[src/rtl/tx_top.sv]
// UART transmitter: start bit, D_BITS data bits LSB first, optional even parity, SP_BITS stop bits.
// Define TX_PARITY_EN to insert the even-parity bit between the data and stop bits.
`timescale 1ns/1ps

module tx_top #(
  parameter int clk_speed = 100_000000,
  parameter int baudrate  = 921600,
  parameter int D_BITS    = 8,
  parameter int SP_BITS   = 1
) (
  input  logic              i_clk,
  input  logic              i_rst_n,
  input  logic [D_BITS-1:0] i_data,
  input  logic              i_tx_start,
  output logic              o_tx,
  output logic              o_tx_busy,
  output logic              o_tx_done
);

  localparam int BIT_CYCLES = clk_speed / baudrate;
  localparam int CW = (BIT_CYCLES > 1) ? $clog2(BIT_CYCLES) : 1;
  localparam int BW = $clog2(D_BITS);
  localparam logic [CW-1:0] CNT_LAST = CW'(BIT_CYCLES - 1);
  localparam logic [BW-1:0] BIT_LAST = BW'(D_BITS - 1);
  localparam logic          SP_LAST  = 1'(SP_BITS - 1);

  typedef enum logic [2:0] {
    IDLE,
    START,
    DATA,
`ifdef TX_PARITY_EN
    PARITY,
`endif
    STOP
  } state_t;

  state_t            state, state_n;
  logic [CW-1:0]     cnt, cnt_n;
  logic [BW-1:0]     bit_idx, bit_idx_n;
  logic              sp_idx, sp_idx_n;
  logic [D_BITS-1:0] shreg, shreg_n;
  logic              tx_q, tx_n;
  logic              bit_end;
`ifdef TX_PARITY_EN
  logic              parity_q, parity_n;
`endif

  assign bit_end = (cnt == CNT_LAST);

  always_ff @(posedge i_clk) begin
    if (!i_rst_n) begin
      state    <= IDLE;
      cnt      <= '0;
      bit_idx  <= '0;
      sp_idx   <= 1'b0;
      shreg    <= '0;
      tx_q     <= 1'b1;
`ifdef TX_PARITY_EN
      parity_q <= 1'b0;
`endif
    end else begin
      state    <= state_n;
      cnt      <= cnt_n;
      bit_idx  <= bit_idx_n;
      sp_idx   <= sp_idx_n;
      shreg    <= shreg_n;
      tx_q     <= tx_n;
`ifdef TX_PARITY_EN
      parity_q <= parity_n;
`endif
    end
  end

  // tx_n is the line level for the next cycle, so the line leaves a flop and the
  // start bit appears exactly one cycle after the start request is accepted.
  always_comb begin
    state_n   = state;
    cnt_n     = cnt + CW'(1);
    bit_idx_n = bit_idx;
    sp_idx_n  = sp_idx;
    shreg_n   = shreg;
    tx_n      = tx_q;
`ifdef TX_PARITY_EN
    parity_n  = parity_q;
`endif
    case (state)
      IDLE: begin
        cnt_n = '0;
        tx_n  = 1'b1;
        if (i_tx_start) begin
          state_n   = START;
          shreg_n   = i_data;
          bit_idx_n = '0;
          sp_idx_n  = 1'b0;
          tx_n      = 1'b0;
`ifdef TX_PARITY_EN
          parity_n  = ^i_data;
`endif
        end
      end
      START: begin
        if (bit_end) begin
          cnt_n   = '0;
          state_n = DATA;
          tx_n    = shreg[0];
        end
      end
      DATA: begin
        if (bit_end) begin
          cnt_n = '0;
          if (bit_idx == BIT_LAST) begin
`ifdef TX_PARITY_EN
            state_n = PARITY;
            tx_n    = parity_q;
`else
            state_n = STOP;
            tx_n    = 1'b1;
`endif
          end else begin
            bit_idx_n = bit_idx + BW'(1);
            shreg_n   = shreg >> 1;
            tx_n      = shreg[1];
          end
        end
      end
`ifdef TX_PARITY_EN
      PARITY: begin
        if (bit_end) begin
          cnt_n   = '0;
          state_n = STOP;
          tx_n    = 1'b1;
        end
      end
`endif
      STOP: begin
        tx_n = 1'b1;
        if (bit_end) begin
          cnt_n = '0;
          if (sp_idx == SP_LAST) state_n = IDLE;
          else                   sp_idx_n = sp_idx + 1'b1;
        end
      end
      default: begin
        state_n = IDLE;
        cnt_n   = '0;
        tx_n    = 1'b1;
      end
    endcase
  end

  assign o_tx      = tx_q;
  assign o_tx_busy = (state != IDLE);
  assign o_tx_done = (state == STOP) && bit_end && (sp_idx == SP_LAST);

endmodule

[config.mk]
export PLATFORM = sky130hd
export DESIGN_NAME = tx_top
export DESIGN_NICKNAME = d
export VERILOG_FILES = /design/src/rtl/tx_top.sv
export SDC_FILE = /design/constraint.sdc
export NUM_CORES = 1
export LEC_CHECK = 0
export CORE_UTILIZATION = 40
export DETAILED_ROUTE_END_ITERATION = 16
export HOLD_SLACK_MARGIN = 0.05
export PLACE_DENSITY = 0.6
export RECOVER_POWER = 25
export SYNTH_ARGS = -nofsm -noshare
export SYNTH_HDL_FRONTEND = slang
export SYNTH_SLANG_ARGS = --single-unit
[constraint.sdc]
create_clock -name i_clk -period 1.7 [get_ports i_clk]
set_input_delay 0.255 -clock i_clk [delete_from_list [all_inputs] [get_ports i_clk]]
set_output_delay 0.255 -clock i_clk [all_outputs]
set_load 0.01 [all_outputs]
Word-level counts from Yosys, hierarchy flattened
Cells that the tools add are included.
{"block": "word_totals", "reg_bits": 23, "latch_bits": 0, "ramBits": 0, "romBits": 0, "inputBits": 11, "out_inout_bits": 3, "word_cells": 60, "memories": 0}
{"block": "classes", "add_sub_neg": 3, "multipliers": 0, "n_div": 0, "n_lt_le_gt_ge": 0, "eq_ne": 12, "shift": 0, "muxes": 24, "bitwise": 3, "n_reduce_logical": 12}
{"op": "3-bit two-way mux", "count": 9}
{"op": "8-bit two-way mux", "count": 3}
{"op": "8-bit case mux with 2 select lines", "count": 1}
{"op": "2-bit inequality test (second input constant)", "count": 7}
{"op": "3-bit case mux with 4 select lines", "count": 1}
{"op": "7-bit by 1-bit adder with 7-bit output (second input constant)", "count": 1}
{"op": "7-bit == test (second input constant)", "count": 1}
{"op": "1-bit two-way mux", "count": 7}
{"op": "3-bit by 2-bit == test with 1-bit output (second input constant)", "count": 2}
{"op": "3-bit case mux with 2 select lines", "count": 1}
{"op": "6-bit AND reduction", "count": 1}
{"op": "3-bit OR reduction", "count": 2}
{"op": "4-bit AND reduction", "count": 1}
{"op": "2-bit nonzero test", "count": 2}
{"op": "3-bit by 1-bit adder with 3-bit output (second input constant)", "count": 1}
{"op": "3-bit by 1-bit == test with 1-bit output (second input constant)", "count": 1}
{"op": "3-bit == test (second input constant)", "count": 1}
{"op": "3-bit zero test", "count": 1}
{"op": "1-bit NOT", "count": 3}
{"op": "1-bit case mux with 3 select lines", "count": 1}
{"op": "3-bit AND reduction", "count": 1}
{"op": "3-bit nonzero test", "count": 1}
{"op": "1-bit logical AND", "count": 2}
{"op": "1-bit case mux with 2 select lines", "count": 1}
{"op": "other kinds (2)", "count": 2}

Depth between registers and ports, before layout
{"block": "depth", "word_depth": 4, "mapped_depth": 7, "ltp_nobuf": 6}

Worst setup path after synthesis
OpenSTA, ideal clock, no wires.
{"block": "synth_path", "path_type": "reg2reg", "start": "register state[0]", "end": "register bit_idx[0]", "setup_time_ps": 116, "arrival_ps": 1467, "required_time_ps": 1584, "path_slack_ps": 117, "path_stages_with_launch": 7, "path_buffers": 0, "period_less_slack_ps": 1583, "cell_sequence": "dfxtp_1 > inv_1 > ha_1 > mux2_2 > nand2_1 > nor2_1 > o211a_1"}
{"block": "synth_via", "elab_chain_len": 3, "word_cells_on_any_way": 8, "classes_between": "eq/ne: 4; mux: 1; reduce/logical: 3"}
{"item": "start: declaration", "line_no": "37", "source": "state_t state, state_n;"}
{"item": "start signal: assignment", "line_no": "62", "source": "state <= state_n;"}
{"item": "3-bit by 2-bit == test with 1-bit output / 3-bit zero test (equally long branches)", "line_no": "86", "source": "case (state)"}
{"item": "2-bit inequality test (no source line) / 2-bit nonzero test (equally long branches)"}
{"item": "4-bit AND reduction (no source line)"}
{"item": "end signal: assignment", "line_no": "64", "source": "bit_idx <= bit_idx_n;"}
{"item": "end: declaration", "line_no": "39", "source": "logic [BW-1:0] bit_idx, bit_idx_n;"}
Parallel ways exist; a longest one is shown, timed or not.
A chain may end at the register's enable or synchronous reset.

Worst setup path after layout
{"block": "layout_path", "start": "register state[0]", "end": "register state[0]"}
{"block": "layout_via", "elab_chain_len": 3, "word_cells_on_any_way": 12, "classes_between": "eq/ne: 9; mux: 1; reduce/logical: 2"}
{"item": "3-bit by 2-bit == test with 1-bit output (tied with other cells)", "line_no": "86"}
{"item": "2-bit inequality test (no source line)"}
{"item": "6-bit AND reduction (no source line)"}
Parallel ways exist; a longest one is shown, timed or not.

==> impl_metrics.csv <==
group,metric,value,unit
status,status,"finished, final reports clean",
die,die-area,3171,µm²
critical_path,path_class,"reg2reg",
critical_path,crit_buf_inv,2,
finish,fin_util,0.5263,
global_routing,grt_overflow,0,
timing,tns,0,ps
critical_path,path_cells,"inv_1 -> ha_2 -> mux2_2 -> buf_4 -> nand2_1 -> a221oi_2 -> o21bai_1",
timing,relSlewSlack,0.7914,
pwr,power,1.811,mW
clock_tree,cts.hold.buffers_added,0,
pwr,intPower,1.112,mW
logic_synthesis,syn-num-nets,148,
clock_tree,cts_setup_buffers,0,
clock_tree,cts_resized,12,
pwr,power_frac_clock,0.135,
clock_tree,cts.sinks,21,
die,die_h,56.31,µm
critical_path,end_kind,"flop",
logic_synthesis,synth_seq_cells,21,
die,rows,19,
clock_tree,clk_pin_slew,130,ps
route,ant_nets,0,
logic_synthesis,ys_types,37,
route,drt_iter0_markers,15,
clock_tree,clockBufferDepth,2,
die,die_w,56.31,µm
finish,diodes,0,
logic_synthesis,avgSynthCellArea,9.218,µm²
critical_path,cp_top_family,"multiplexers",
placed_design,placed_cell_area,1406,µm²
pwr,leakagePower,0.5679,nW
critical_path,required,1910,ps
placed_design,port_buffers,13,
route,drt_first_pass_iters,3,
finish,instances_no_fill,182,
global_routing,grt_pass1_wl,4.153,mm
critical_path,slowest_stage,"mux2_2",
finish,final_cell_mix,"nor2_1 (20), dfxtp_1 (17), clkdlybuf4s50_1 (11)",
critical_path,critPathLaunchType,"flop",
global_routing,grt_pass1_vias,982,
critical_path,cp.arrival,1800,ps
pwr,pwr-share-seq,0.398,
placed_design,dp.cells,178,
finish,final_area,1464,µm²
pwr,swShare,0.3861,
finish,mostFrequentLayoutCell,"nor2_1",
placed_design,place_worst_setup_slack,11.97,ps
job,cap_violations,0,
route,drc_errors,0,
route,via_per_inst,5.352,
clock_tree,htree_levels,1,
die,io_pins,14,
timing,min_period_over_period,0.9374,
logic_synthesis,netlist_area,1180,µm²
timing,max_freq,627.5,MHz
route,wl,2.437,mm
global_routing,grt_max_degree,13,
critical_path,slowest_delay,360,ps
pwr,ir_drop,672.0,µV
timing,final-hold-violation-count,0,
timing,rsz0062_at_grt,"no",
min_path,hold_class,"reg2reg",
pwr,p_comb_frac,0.467,
finish,area_growth,24.07,%
timing,finalSetupViolations,0,
timing,worst_slack,106.4,ps
die,core,2781,µm²
placed_design,gp_congestion,0.7514,
logic_synthesis,yosys_warnings,0,
route,wl_per_cell,13.39,µm
logic_synthesis,synth_edf_count,0,
logic_synthesis,ys_seq_area_frac,0.3563,
timing,worst_pin_slew,312.0,ps
timing,final.setup_skew,10.24,ps
clock_tree,worstSkewPairLatency,310,ps
logic_synthesis,syn_inst,128,
critical_path,cp_max_fo,12,
global_routing,track_usage,0.1650,
clock_tree,cts_inserted_buffers,3,
placed_design,dpl.hpwl,1.775,mm
clock_tree,cts_tree,"yes",
timing,drv_slew,0,
global_routing,antenna_found_initial,0,
pwr,p_per_area,1237,nW/µm²
finish,layout.nets,172,
finish,final_layout_size_suffix_gt1_frac,0.2384,
die,start_util,0.4242,
route,vias,974,
clock_tree,clockRootBuffer,"clkbuf_4",
timing,min_period,1594,ps
logic_synthesis,async_flop_share,0,
logic_synthesis,synth_flop_cell,"dfxtp_1",
timing,holdWs,493.9,ps
pwr,p_sw,0.6991,mW
[cells by family after synthesis]
kind of cell / Yosys count / share of synthesized area
adder cells (fa/ha/maj): 9 / 0.09544
multiplexers: 2 / 0.01803
XOR/XNOR: 5 / 0.03712
buffers and inverters: 15 / 0.06680
AO/OA/AOI/OAI: 31 / 0.2291
AND/OR/NAND/NOR: 45 / 0.1972
flip-flops: 21 / 0.3563
[power groups by stage]
stage          registers (mW)  logic [mW]  clock network (mW)
6_report                0.722       0.845               0.244
4_1_cts                 0.720       0.840               0.260
5_1_grt                 0.734       0.942               0.282
3_3_place_gp            0.713       0.820                   0
2_1_floorplan           0.703       0.592                   0
3_5_place_dp            0.720       0.835                   0
[registers in the layout, indices dropped and copies added (netlist names)]
signal   flops
shreg        8
cnt          7
bit_idx      3
state        2
o_tx         1
[final timing paths]
check	from	endpoint	slack, ps	depth (start not counted)
worst min register to register	o_tx	o_tx	490	2
worst max-delay path	state[0]	state[0]	110	7
worst min-delay path	o_tx	o_tx	490	2
worst max register to register	state[0]	state[0]	110	7
[synth_stat cells, drive strengths merged, types with 2 or more instances]
cell type / instances / area share
dfxtp: 21 / 0.36
nor2: 20 / 0.064
ha: 9 / 0.095
inv: 9 / 0.029
nand2: 7 / 0.022
nand3: 7 / 0.051
o221ai: 7 / 0.052
o32ai: 7 / 0.052
a21boi: 3 / 0.025
a21oi: 3 / 0.013
buf: 3 / 0.025
clkbuf: 3 / 0.013
nor3: 3 / 0.013
o21a: 3 / 0.019
xor2: 3 / 0.022
and2: 2 / 0.011
xnor2: 2 / 0.015
[layer usage]
metal / vias to the layer above / GRT usage / part of all wire
met4: 0 / 0.04181 / 0.0078
met2: 10 / 0.2942 / 0.49
met1: 452 / 0.2026 / 0.48
met3: 2 / 0.03226 / 0.024
li1: 510 / - / -
met5: - / 0 / 0
[tightest hold or removal path: cells and delay by family, from the launching register on]
kind             cells  cell delay (ps)
muxes                1               70
DFF                  1              350
and+or+nand+nor      1               60
[area by class of cell]
cell class / count / area, µm²
Clock buffer: 3 / 22.52
Clock inverter: 1 / 5.005
Fill cell: 249 / 1318
Inverter: 9 / 33.78
Multi-Input combinational cell: 92 / 711.9
Sequential cell: 21 / 427.9
Tap cell: 31 / 38.79
Timing Repair Buffer: 25 / 224.0
Note: power is estimated with default switching activity, not from simulation.
==> RTL change 1: new RTL, config.mk and constraints unchanged <==
Take the reset off `shreg` and load it in a clocked block of its own.
--- a/src/rtl/tx_top.sv
+++ b/src/rtl/tx_top.sv
@@ -53,7 +53,6 @@
       cnt      <= '0;
       bit_idx  <= '0;
       sp_idx   <= 1'b0;
-      shreg    <= '0;
       tx_q     <= 1'b1;
 `ifdef TX_PARITY_EN
       parity_q <= 1'b0;
@@ -63,12 +62,15 @@
       cnt      <= cnt_n;
       bit_idx  <= bit_idx_n;
       sp_idx   <= sp_idx_n;
-      shreg    <= shreg_n;
       tx_q     <= tx_n;
 `ifdef TX_PARITY_EN
       parity_q <= parity_n;
 `endif
     end
+  end
+
+  always_ff @(posedge i_clk) begin
+    shreg <= shreg_n;
   end
 
   // tx_n is the line level for the next cycle, so the line leaves a flop and the
Function: same outputs for any inputs over 10 cycles, from zero or initial values and one cycle with i_rst_n low; that may be too few to reach the edited logic, so the function may still have changed.
==> RTL change 1 against the unedited design <==
- sequential cell count did not move
- routed wire length decreased by 16%
- highest routed layer unchanged
- worst setup slack got worse by 0.021 ns
- total power up 7.1%
- maximum frequency down 1.3%
- non-clock buffer count up 5
- sequential power up 10%
- area after synthesis is 8.0% lower
- combinational power increased by 6.6%
- design area shrank 3.8%
- critical path type unchanged
==> RTL change 1: results (changes against the unedited design) <==
EDFF count, synth 8 (was 0); worst slew pin tran 0.2811 ns (was 0.3120 ns); Post-Synthesis Cells 99 (was 128); cell internal pwr 1.278 mW (was 1.112 mW); leakage 0.5599 nW (was 0.5679 nW); global-route wire length before repair 3236 um (was 4153 um); drt pass-1 iters 4 (was 3); Synthesized Nets 119 (was 148); hold_sp bit_idx[2]$_SDFFE_PN0P_ (was o_tx$_SDFFE_PN1P_); final wirelength 2058 um (was 2437 um); Min-Delay Endpoint bit_idx[2]$_SDFFE_PN0P_ (was o_tx$_SDFFE_PN1P_); Vias per Instance 4.931 (was 5.352); initial DRC count 1 (was 15); CP arrival 1.65 ns (was 1.80 ns); Reg area 506.7 um^2 (was 427.9 um^2); Place WS 0.01708 ns (was 0.01197 ns); Critical path origin bit_idx[0]$_SDFFE_PN0P_ (was state[0]$_SDFFE_PN0P_); setup ws final 0.08521 ns (was 0.1064 ns); Final Hold Violating Endpoints 0 (unchanged); share of cells above drive strength 1 0.3385 (was 0.2384); nets 151 (was 172); Vias 789 (was 974); placed cell areas 1370 um^2 (was 1406 um^2); Min Hold Slack 0.4923 ns (was 0.4939 ns); Synth area leaders dfxtp_1 24%, edfxtp_1 22%, ha_1 10% (was dfxtp_1 36%, ha_1 9.5%, nor2_1 6.4%); all-layer global routing usage 0.1604 (was 0.1650); Crit Reg-Reg Endpoint shreg[7]$_SDFFCE_PP0P_ (was state[0]$_SDFFE_PN0P_); Inst Count DP 156 (was 178); Fillers 250 (was 249); post-synth cell types 32 (was 37); crit-path max FO 8 (was 12); outcome complete, no violations (unchanged); Seq/Total Area, Yosys 0.4608 (was 0.3563); Worst Clk Skew 0.006696 ns (was 0.01024 ns); routability cong. 0.7912 (was 0.7514); Post-synth top cells 13 x dfxtp_1, 9 x ha_1, 8 x edfxtp_1, 7 x mux2_2 (was 21 x dfxtp_1, 20 x nor2_1, 9 x ha_1, 9 x inv_1); pin count of the biggest net entering global routing 12 (was 13); vias in the first global route 737 (was 982)
==> RTL change 1: changes by cell type in the layout (fill, tap and decap cells not counted), sizes merged, moves of 7 or more <==
cell | unedited run | this run
nor2 | 20 | 10
dfxtp | 21 | 13
edfxtp | 0 | 8
o221ai | 7 | 0
o32ai | 7 | 0
==> RTL change 1: repair_timing <==
action                     in CTS  in global routing
resized for setup               9                  3
hold buffers                    0                  0
setup endpoints to repair       2                 10
buffers inserted                0                  0
==> RTL change 1: area by class of cell <==
class                           count  share of cell area
Clock buffer                        4             0.01865
Inverter                            6             0.01599
Multi-Input combinational cell     69              0.3917
Sequential cell                    21              0.3597
Tap cell                           30             0.02664
Timing Repair Buffer               30              0.1874
==> RTL change 1: worst max-delay path, cell delays in order, from the launching register on <==
cell     delay [ns]
dfxtp_1        0.34
ha_1           0.20
ha_1           0.21
nor2b_2        0.16
a32oi_2        0.14
nor2_2         0.15
buf_12         0.14
==> RTL change 1: power by group through the flow <==
stage	clock network (mW)	logic (mW)	registers [mW]
after detailed placement	0	0.899	0.801
after global placement	0	0.882	0.795
final	0.245	0.901	0.795
after global routing	0.275	1.00	0.813
after floorplan	0	0.484	0.785
after CTS	0.258	0.898	0.797
==> RTL change 1: routing by layer <==
metal  GRT usage  wire, um  vias up
met5           0         0        -
li1            -         -      418
met2      0.2510       919       16
met3     0.03390        94        2
met1      0.2138      1013      353
met4     0.06410        29        0
==> RTL change 1: cells by family (layout without fill, tap and decap cells) <==
kind of cell,after synthesis,in the layout,share of synthesized area
buf+inv,9,40,0.04492
fa+ha+maj,9,9,0.1037
xor+xnor,5,5,0.04033
mux,7,7,0.07258
simple gates,31,31,0.1797
compound gates,17,17,0.09792
flops,21,21,0.4608
==> RTL change 2: new RTL, same flow settings <==
Without the edit above. `D_BITS`: 8 -> 16.
--- a/src/rtl/tx_top.sv
+++ b/src/rtl/tx_top.sv
@@ -5,7 +5,7 @@
 module tx_top #(
   parameter int clk_speed = 100_000000,
   parameter int baudrate  = 921600,
-  parameter int D_BITS    = 8,
+  parameter int D_BITS    = 16,
   parameter int SP_BITS   = 1
 ) (
   input  logic              i_clk,
Interface: changed (resized i_data); port bits go from 14 to 22. The function was not compared with the original's and may differ.
==> RTL change 2 against the unedited design <==
- synthesized cell count rose by 28%
- routed wire length rose by 34%
- area after synthesis rose by 33%
- total power rose by 97%
- sequential cell count rose by 9
- design area rose by 44%
- cell count rose by 36%
- non-clock buffer count rose by 14
- worst setup slack got worse by 0.027 ns
- sequential share of layout area fell by 0.50 points
- maximum frequency fell by 1.7%
- largest power group unchanged
==> RTL change 2: results (changes against the unedited design) <==
seq_cells 30 (was 21); r2r worst-path depth 6 (was 7); Post-Synthesis Cells 164 (was 128); HPWL Detailed 2301 um (was 1775 um); Place WS -0.1028 ns (was 0.01197 ns); fraction of area in non-clock buffers 0.1630 (was 0.1530); share of cells above drive strength 1 0.2060 (was 0.2384); die area 4174 um^2 (was 3171 um^2); Critical Path End bit_idx[3]$_SDFFE_PN0P_ (was state[0]$_SDFFE_PN0P_); Seq/Total Area, Yosys 0.3831 (was 0.3563); Worst Clk Skew 0.004784 ns (was 0.01024 ns); wl on met1 1513 um (was 1162 um); Seq power 1.09 mW (was 0.722 mW); drt pass-1 iters 4 (was 3); outcome complete, no violations (unchanged); Clk network pwr share 0.249 (was 0.135); multi-input combinational area share 0.4426 (was 0.4863); Adder-Cell Fraction of Synth Area 0.06385 (was 0.09544); Reg area 604.3 um^2 (was 427.9 um^2); Buffers, non-clock 39 (was 25); Critical Path Max Stage Delay 0.45 ns (was 0.36 ns); pin count of the biggest net entering global routing 24 (was 13); area fraction of clock buffers and clock inverters 0.06782 (was 0.01880); Fillers 352 (was 249); crit-path max FO 5 (was 12); Synth Area in Compound Gates 0.1931 (was 0.2291); leakage 0.9360 nW (was 0.5679 nW); placed cell areas 1914 um^2 (was 1406 um^2); proportion of cell area occupied by registers 0.2873 (was 0.2923); clk slew on worst S/H paths 0.06 ns (was 0.13 ns); slowest stage cell, crit path or4_1 (was mux2_2); Post-synth top cells 30 x dfxtp_1, 20 x nand3_1, 16 x mux2i_1, 15 x o211a_1, 9 x nor2_1 (was 21 x dfxtp_1, 20 x nor2_1, 9 x ha_1, 9 x inv_1); global-route wire length before repair 5478 um (was 4153 um); fraction of synthesized area in multiplexers 0.1022 (was 0.01803); Largest regs shreg x16, cnt x7, bit_idx x4 (was shreg x8, cnt x7, bit_idx x3); VDD IR max 985.1 uV (was 672.0 uV); Multi-In Gates 116 (was 92); metal3 WL 150 um (was 58 um); Clock Root Buffer clkbuf_8 (was clkbuf_4); relative slew slack 0.7377 (was 0.7914); hold_sp shreg[5]$_SDFFE_PN0P_ (was o_tx$_SDFFE_PN1P_); Period minus WS final 1.620 ns (was 1.594 ns); number of CTS-inserted buffers 5 (was 3); Vias 1310 (was 974); Synth area leaders dfxtp_1 38%, mux2i_1 10%, o211a_1 9.6% (was dfxtp_1 36%, ha_1 9.5%, nor2_1 6.4%); routability cong. 0.7984 (was 0.7514)
[RTL change 2: changes by cell type after synthesis, sizes merged, moves of 2 or more]
| cell | delta |
|---|---|
| nor2 | -10 |
| inv | -3 |
| buf | +4 |
| dfxtp | +9 |
| o21ai | +4 |
| clkbuf | +2 |
| nor2b | +3 |
| o221ai | -7 |
| nand3 | +13 |
| mux2i | +15 |
| o32ai | -7 |
| o21a | -2 |
| o211a | +14 |
| nand2 | -2 |
[RTL change 2: what timing repair did]
| action | CTS | global route |
|---|---|---|
| pin swaps | 1 | 2 |
| gates resized for setup | 7 | 9 |
| endpoints found under the setup margin | 19 | 20 |
| endpoints found under the hold margin | 0 | 0 |
| buffers inserted | 1 | 0 |
| cloned | 0 | 0 |
[RTL change 2: kinds of logic after synthesis]
group	after synthesis
mux	16
compound gates	34
buf+inv	18
simple gates	53
xor+xnor	5
fa+ha+maj	8
flops	30
[RTL change 2: how the worst min path moves through the flow]
| stage | endpoint | slack, ns | cells after the start |
|---|---|---|---|
| 4_1_cts | bit_idx[3]$_SDFFE_PN0P_ | 0.50 | 2 |
| 6_report | shreg[5]$_SDFFE_PN0P_ | 0.50 | 1 |
| 3_3_place_gp | shreg[9]$_SDFFE_PN0P_ | 0.48 | 1 |
| 3_5_place_dp | shreg[4]$_SDFFE_PN0P_ | 0.49 | 1 |
| 5_1_grt | shreg[5]$_SDFFE_PN0P_ | 0.51 | 1 |
| 2_1_floorplan | shreg[15]$_SDFFE_PN0P_ | 0.40 | 2 |
[RTL change 2: routing by layer]
layer  vias up  GRT usage
li1        663          -
met1       615     0.2037
met2        27     0.2855
met3         5    0.03521
met4         0    0.09167
met5         -          0
